**config.mk**
```make
export PLATFORM = sky130hd
export DESIGN_NAME = if_write_addr_gen
export DESIGN_NICKNAME = d
export VERILOG_FILES = /design/src/rtl/if_write_addr_gen_pkg.sv /design/src/rtl/if_ptr_wrap.sv /design/src/rtl/if_write_addr_gen.sv
export SDC_FILE = /design/constraint.sdc
export NUM_CORES = 1
export LEC_CHECK = 0
export BUFFER_PORTS_ARGS = -buffer_cell sky130_fd_sc_hd__buf_4
export CAP_MARGIN = 30
export CELL_PAD_IN_SITES_DETAIL_PLACEMENT = 1
export CELL_PAD_IN_SITES_GLOBAL_PLACEMENT = 2
export CORE_MARGIN = 2
export CORE_UTILIZATION = 30
export DETAILED_ROUTE_END_ITERATION = 8
export GPL_TIMING_DRIVEN = 0
export PLACE_DENSITY = 0.82
export SYNTH_ARGS = -nofsm -noshare
export SYNTH_HDL_FRONTEND = slang
export SYNTH_SLANG_ARGS = --single-unit
```
**constraint.sdc**
```tcl
create_clock -name clk -period 1.6 [get_ports clk]
set_clock_uncertainty 0.05 [all_clocks]
set_input_delay 0.08 -clock clk [delete_from_list [all_inputs] [get_ports clk]]
set_output_delay 0.08 -clock clk [all_outputs]
set_load 0.03 [all_outputs]
```
**src/rtl/if_write_addr_gen_pkg.sv**
```systemverilog
// Shared types for the IF scratchpad write address generator.
package if_write_addr_gen_pkg;

  typedef enum logic [1:0] {
    IDLE = 2'd0,
    FILL = 2'd1,
    HOLD = 2'd2
  } wr_state_t;

endpackage

```
**src/rtl/if_ptr_wrap.sv**
```systemverilog
// Circular pointer add: (base + offset) mod IF_SCRATCH_DEPTH.
module if_ptr_wrap
  import if_write_addr_gen_pkg::*;
#(
  parameter int IF_ADDR_LEN      = 4,
  parameter int IF_SCRATCH_DEPTH = 16
) (
  input  logic [IF_ADDR_LEN-1:0] base,
  input  logic [IF_ADDR_LEN-1:0] offset,
  output logic [IF_ADDR_LEN-1:0] sum
);

  localparam logic [IF_ADDR_LEN:0] DEPTH_W =
    (IF_ADDR_LEN+1)'(IF_SCRATCH_DEPTH);

  logic [IF_ADDR_LEN:0] raw;

  // Both operands are below DEPTH, so one conditional subtract wraps.
  assign raw = {1'b0, base} + {1'b0, offset};
  assign sum = IF_ADDR_LEN'((raw >= DEPTH_W) ? raw - DEPTH_W : raw);

endmodule

```
**src/rtl/if_write_addr_gen.sv**
```systemverilog
// Write-side address generator for the circular IF scratchpad.
module if_write_addr_gen
  import if_write_addr_gen_pkg::*;
#(
  parameter int IF_ADDR_LEN      = 4,
  parameter int IF_SCRATCH_DEPTH = 16
) (
  input  logic                   clk,
  input  logic                   rst,
  input  logic                   start,
  input  logic                   IF_in_valid,
  input  logic                   IF_in_last,
  input  logic                   full_done,
  output logic                   IF_in_ready,
  output logic                   IF_wen,
  output logic [IF_ADDR_LEN-1:0] IF_waddr,
  output logic [IF_ADDR_LEN-1:0] IF_start_pos,
  output logic [IF_ADDR_LEN-1:0] IF_end_pos,
  output logic                   IF_end_valid,
  output logic                   scratch_full
);

  localparam logic [IF_ADDR_LEN-1:0] FULL_CNT =
    IF_ADDR_LEN'(IF_SCRATCH_DEPTH-1);
  localparam logic [IF_ADDR_LEN-1:0] ONE = IF_ADDR_LEN'(1);

  wr_state_t              state;
  logic [IF_ADDR_LEN-1:0] count;
  logic [IF_ADDR_LEN-1:0] next_start;

  if_ptr_wrap #(
    .IF_ADDR_LEN     (IF_ADDR_LEN),
    .IF_SCRATCH_DEPTH(IF_SCRATCH_DEPTH)
  ) u_waddr (
    .base  (IF_start_pos),
    .offset(count),
    .sum   (IF_waddr)
  );

  if_ptr_wrap #(
    .IF_ADDR_LEN     (IF_ADDR_LEN),
    .IF_SCRATCH_DEPTH(IF_SCRATCH_DEPTH)
  ) u_next_start (
    .base  (IF_end_pos),
    .offset(ONE),
    .sum   (next_start)
  );

  assign scratch_full = (count == FULL_CNT);
  // Reset blocks a same-cycle write so a dropped row leaves no trace.
  assign IF_in_ready  = (state == FILL) & ~scratch_full & ~rst;
  assign IF_wen       = IF_in_valid & IF_in_ready;

  always_ff @(posedge clk) begin
    if (rst) begin
      state        <= IDLE;
      count        <= '0;
      IF_start_pos <= '0;
      IF_end_pos   <= '0;
      IF_end_valid <= 1'b0;
    end else begin
      unique case (state)
        IDLE: begin
          if (start) state <= FILL;
        end
        FILL: begin
          if (IF_wen) begin
            count <= count + ONE;
            if (IF_in_last) begin
              IF_end_pos   <= IF_waddr;
              IF_end_valid <= 1'b1;
              state        <= HOLD;
            end
          end
        end
        HOLD: begin
          if (full_done) begin
            IF_start_pos <= next_start;
            count        <= '0;
            IF_end_valid <= 1'b0;
            state        <= FILL;
          end
        end
        default: state <= IDLE;
      endcase
    end
  end

endmodule

```
Word-level counts from Yosys, hierarchy flattened
Cells that the tools add are included.
Storage, ports and cells
  flip-flop bits (word level): 15
  word-level logic and storage cells: 45
Operators by class
  add/subtract/negate cells: 5
  magnitude comparators: 2
  equality and inequality tests: 7
  multiplexer cells: 14
  bitwise logic cells: 5
  reduce and logical (&&, ||, !) cells: 7
Operators with widths (count)
  $mux W4: 4
  $ge A5 B5 Y1 const B: 2
  $mux W2: 4
  $ne A2 B2 Y1 const B: 4
  $pmux W4 S2: 1
  $reduce_and A4 Y1: 2
  $sub A4 B1 Y4 const B: 2
  $pmux W2 S3: 1
  $reduce_and A3 Y1: 2
  $add A4 B1 Y5 const B: 1
  $add A4 B4 Y5: 1
  $add A4 B1 Y4 const B: 1
  $eq A4 B4 Y1 const B: 1
  $and A1 B1 Y1: 3
  $mux W1: 3
  $eq A2 B1 Y1 const B: 1
  $eq A2 B2 Y1 const B: 1
  $logic_not A2 Y1: 1
  $not A1 Y1: 2
  $pmux W1 S2: 1
  $reduce_and A2 Y1: 1
  $reduce_bool A2 Y1: 1

Longest topological paths before layout
  depth after elaboration: 7
  gate-level depth with buffers: 6
  depth with buffers taken out: 6

Cells and area by module
Synthesis repeated with hierarchy kept, for this count alone.
Second synthesis, totals
  cells, all modules: 90
  area total of the unflattened synthesis: 872.1 um^2
Modules (own cells, without submodules)
  if_write_addr_gen: times used 1, cells an instance 72, area each 671.9 um^2
  if_ptr_wrap: times used 2, cells an instance 9, area each 100.1 um^2

Least setup slack after synthesis
No wires, ideal clock.
  path type: register to register
  start point: reg IF_start_pos[0]
  end point: reg IF_end_pos[2]
  setup time: 0.070 ns
  arrival time: 2.003 ns
  required time: 1.480 ns
  path slack: -0.524 ns
  stages on the path, launching flop included: 7
  path buffers: 0
  path through: dfxtp_1 > ha_1 > inv_1 > fa_1 > xnor2_1 > nand4_1 > a21oi_1
Between the ends
  longest elaborated chain between the ends: 3
RTL lines
  start: declaration: line if_write_addr_gen.sv:17  | output logic [IF_ADDR_LEN-1:0] IF_start_pos,
  start signal: assignment: line if_write_addr_gen.sv:78  | IF_start_pos <= next_start;
  $add A4 B4 Y5 (*): line if_ptr_wrap.sv:19  | assign raw = {1'b0, base} + {1'b0, offset};
  $sub A4 B1 Y4 or $ge A5 B5 Y1 (tied branches): line if_ptr_wrap.sv:20  | assign sum = IF_ADDR_LEN'((raw >= DEPTH_W) ? raw - DEPTH_W : raw);
  $mux W4 (*): line if_ptr_wrap.sv:20
  named net IF_waddr[2]: line if_write_addr_gen.sv:16  | output logic [IF_ADDR_LEN-1:0] IF_waddr,
  end signal: assignment: line if_write_addr_gen.sv:70  | IF_end_pos <= IF_waddr;
  end: declaration: line if_write_addr_gen.sv:18  | output logic [IF_ADDR_LEN-1:0] IF_end_pos,
Mark *: on every way through the listed nets, which the timed path passes. The rest lies on a longest branch.
A chain may end at the register's enable or synchronous reset.

Final worst setup path
  start point: reg count[0]
  end point: out IF_waddr[1]
Between the ends
  longest elaborated chain between the ends: 3
RTL lines
  start: declaration: line if_write_addr_gen.sv:28  | logic [IF_ADDR_LEN-1:0] count;
  start signal: assignment: line if_write_addr_gen.sv:68  | count <= count + ONE;
  $add A4 B4 Y5 (*): line if_ptr_wrap.sv:19
  $sub A4 B1 Y4 or $ge A5 B5 Y1 (tied branches): line if_ptr_wrap.sv:20
  $mux W4 (*): line if_ptr_wrap.sv:20
  end: declaration: line if_write_addr_gen.sv:16
Every way passes the cells marked *; elsewhere a longest branch is shown, timed or not.

==> impl_metrics.csv <==
group,metric,value,unit
pwr,p_comb_share,15.6,%
sta,max_freq,0.602,GHz
global_routing,grt_most_used_layer,"met2",
global_routing,grt_use_met2,26.0,%
pwr,pwr_density_cell,560,nW/um^2
setup_path,path_cells,"ha_4 > inv_2 > fa_2 > inv_2 > buf_6",
die,core_area,2760,sq um
sta,slew_viol_final,0,
cells_and_area,syn_to_final_growth,50.1,%
setup_path,crit_start,"count[0]",
setup_path,arrival,1.53,ns
status,run_status,"complete, but fails checks",
route,post_drt_wl_per_cell,15.3,um
synth,synth_area_leaders,"dfxtp_1 (35%), ha_1 (7.2%), a21oi_1 (4.6%)",
global_routing,use_met1,20.2,%
clock_network,ctsRootBufferMaster,"clkbuf_4",
job,cap_violations,0,
cells_and_area,drive_gt1_share,44.6,%
synth,yosys.area.top_type,"dfxtp_1",
placement,gp_congestion,0.703,
synth,netlist_area,868,sq um
hold_path,holdCritPathClass,"primary input to register",
sta,grt_setup_unrepaired,"yes",
clock_network,cts_made_buffers,3,
die,dieHeight,57.8,um
die,start_util,31.5,%
clock_network,clockBufferDepth,2,
setup_path,critPathMaxStageDelay,0.53,ns
global_routing,antenna_found_initial,0,
global_routing,grt_pass1_vias,813,
sta,finalSetupViolations,3,
synth,synth_edf_count,0,
placement,pre_cts_ws,-0.0699,ns
setup_path,path_class,"register to primary output",
pwr,p_clk_share,31.1,%
pwr,ir_worst_vdd,0.375,mV
route,routed_wirelength,2470,um
global_routing,met3_usage,2.90,%
synth,synthArstFlopShare,0,%
placement,dp_hpwl,1800,um
pwr,netSwitchingFraction,27.6,%
synth,synthFlopType,"dfxtp_1",
placement,placed_cells,146,
synth,synth_most_common_cell,"dfxtp_1",
die,dieWidth,57.8,um
setup_path,crit_path_top_delay_cell,"fa_2",
sta,worstMarginPinSlew,0.499,ns
route,via_per_inst,5.30,
pwr,power.switching,201,uW
pwr,leakage,0.000510,uW
cells_and_area,instances_no_fill,161,
setup_path,critPathMostFrequentCell,"inv_2",
route,drtIter0Drc,16,
pwr,intPower,529,uW
synth,ys_seq_area_share,34.6,%
status,violations,"negative setup slack",
global_routing,grt_max_degree,11,
cells_and_area,nNetsFinal,143,
sta,timing.setup.tns,-0.158,ns
synth,ys_types,36,
route,dr.pass1.iters,4,
global_routing,grt_overflow,0,
sta,finalHoldViolCount,0,
clock_network,clk_latency,0.29,ns
global_routing,grt_use_total,15.7,%
die,std_cell_rows,19,
global_routing,grt_pass1_wl,3930,um
clock_network,cts_num_sinks,15,
synth,synthTopCellsByCount,"dfxtp_1 (15), a21oi_1 (8), inv_1 (8)",
sta,period_needed,1.66,ns
clock_network,h-tree-depth,1,
sta,finalCritPeriodShare,104,%
setup_path,critPathMaxFanout,3,
die,io-pin-count,22,
clock_network,cts_tree,"built",
synth,synth_cells,95,
pwr,p_seq_share,53.4,%
clock_network,clk_pin_slew,0.10,ns
synth,syn_nets,107,
route,vias,853,
synth,synth_seq_cells,15,
die,dieArea,3340,sq um
synth,avgSynthCellArea,9.14,sq um
cells_and_area,insertedDiodeCount,0,
cells_and_area,utilization,47.3,%
synth,synth_top_area_share,34.6,%
synth,yosysWarnings,0,
setup_path,timing.rr.start,"count[0]",
placement,port_buffers,20,
sta,slew_headroom,66.7,%
sta,worst_slack,-0.0620,ns
hold_path,worstHoldStart,"IF_in_last",
route,drc,0,
setup_path,end_kind,"primary output",
setup_path,critPathLaunchType,"register",
route,ant_nets,0,
setup_path,cp.required,1.47,ns
## layer usage
| metal | vias up | share of wire, % |
|---|---|---|
| li1 | 423 | - |
| met1 | 414 | 47 |
| met2 | 14 | 49 |
| met3 | 2 | 3.4 |
| met4 | 0 | 0.77 |
| met5 | - | 0 |
## logic make-up (layout without fill, tap and decap cells)
| group | after synthesis | count (layout) | share of synthesized area (%) |
|---|---|---|---|
| buffers and inverters | 14 | 49 | 8.36 |
| AND/OR/NAND/NOR | 29 | 29 | 22.2 |
| AO/OA/AOI/OAI | 26 | 26 | 20.2 |
| flip-flops | 15 | 15 | 34.6 |
| XOR/XNOR | 4 | 4 | 4.04 |
| multiplexers | 1 | 1 | 1.15 |
| adder cells (fa/ha/maj) | 6 | 6 | 9.51 |
## power by group through the flow
| stage | clock network, uW | logic, uW | registers (uW) |
|---|---|---|---|
| after floorplan | 0 | 59.4 | 405 |
| after global placement | 0 | 98.2 | 401 |
| after detailed placement | 0 | 101 | 401 |
| after CTS | 237 | 110 | 390 |
| after global routing | 256 | 121 | 391 |
| final | 227 | 113 | 389 |
## layout by cell type, fill, tap and decap left out, types with 2 or more instances in the layout
cell type / count
buf_4: 26
dfxtp_1: 8
buf_6: 7
a21oi_1: 7
inv_1: 6
nand3_1: 5
dfxtp_4: 4
nand2_1: 4
nor2_1: 4
dfxtp_2: 3
clkbuf_1: 3
a211oi_1: 3
a31oi_1: 3
or3_1: 3
nand4_1: 3
o211ai_1: 3
o31ai_1: 3
clkbuf_4: 3
inv_2: 2
xor2_1: 2
ha_1: 2
ha_4: 2
dlygate4sd3_1: 2
## stage by stage
stage / area (sq um) / total power, uW / hold slack, ns
after floorplan: 910 / 464 / 0.119
after global placement: 1100 / 499 / 0.237
after detailed placement: 1100 / 502 / 0.238
after CTS: 1250 / 738 / 0.0160
after global routing: 1300 / 769 / 0.0300
final: 1300 / 730 / 0.0266
## sequential cells by signal, indices dropped and copies added, names as in the netlist
name / count
count: 4
IF_end_pos: 4
state: 2
IF_start_pos: 4
IF_end_valid: 1
## worst max-delay path, delay by kind of cell, from the launching register on
family / cells / cell delay [ns]
adders and majority gates: 2 / 0.66
DFF: 1 / 0.38
buffers and inverters: 3 / 0.19
## layout make-up
class | count | area [sq um]
fill | 323 | 1450
multi-input combinational | 66 | 588
sequential | 15 | 319
timing repair buffer | 31 | 253
buffer | 6 | 48.8
tap | 31 | 38.8
inverter | 8 | 30.0
clock buffer | 4 | 26.3
## what timing repair did
| item | 4_1_cts | 5_1_grt |
|---|---|---|
| gates cloned | 0 | 0 |
| resized for setup | 18 | 8 |
| endpoints found under the hold margin | 3 | 0 |
| endpoints found under the setup margin | 10 | 8 |
| pin swaps | 4 | 4 |
| setup buffers | 6 | 4 |
| hold buffers | 2 | 0 |
## path summary, 6_finish.rpt
path                            cells past startpoint  slack [ns]             to
worst min-delay path                                3        0.03       state[1]
worst min register to register                      1        0.43   IF_end_valid
worst max-delay path                                5       -0.06    IF_waddr[1]
worst max register to register                      7        0.04  IF_end_pos[2]
Power figures use the tool's default switching activity.
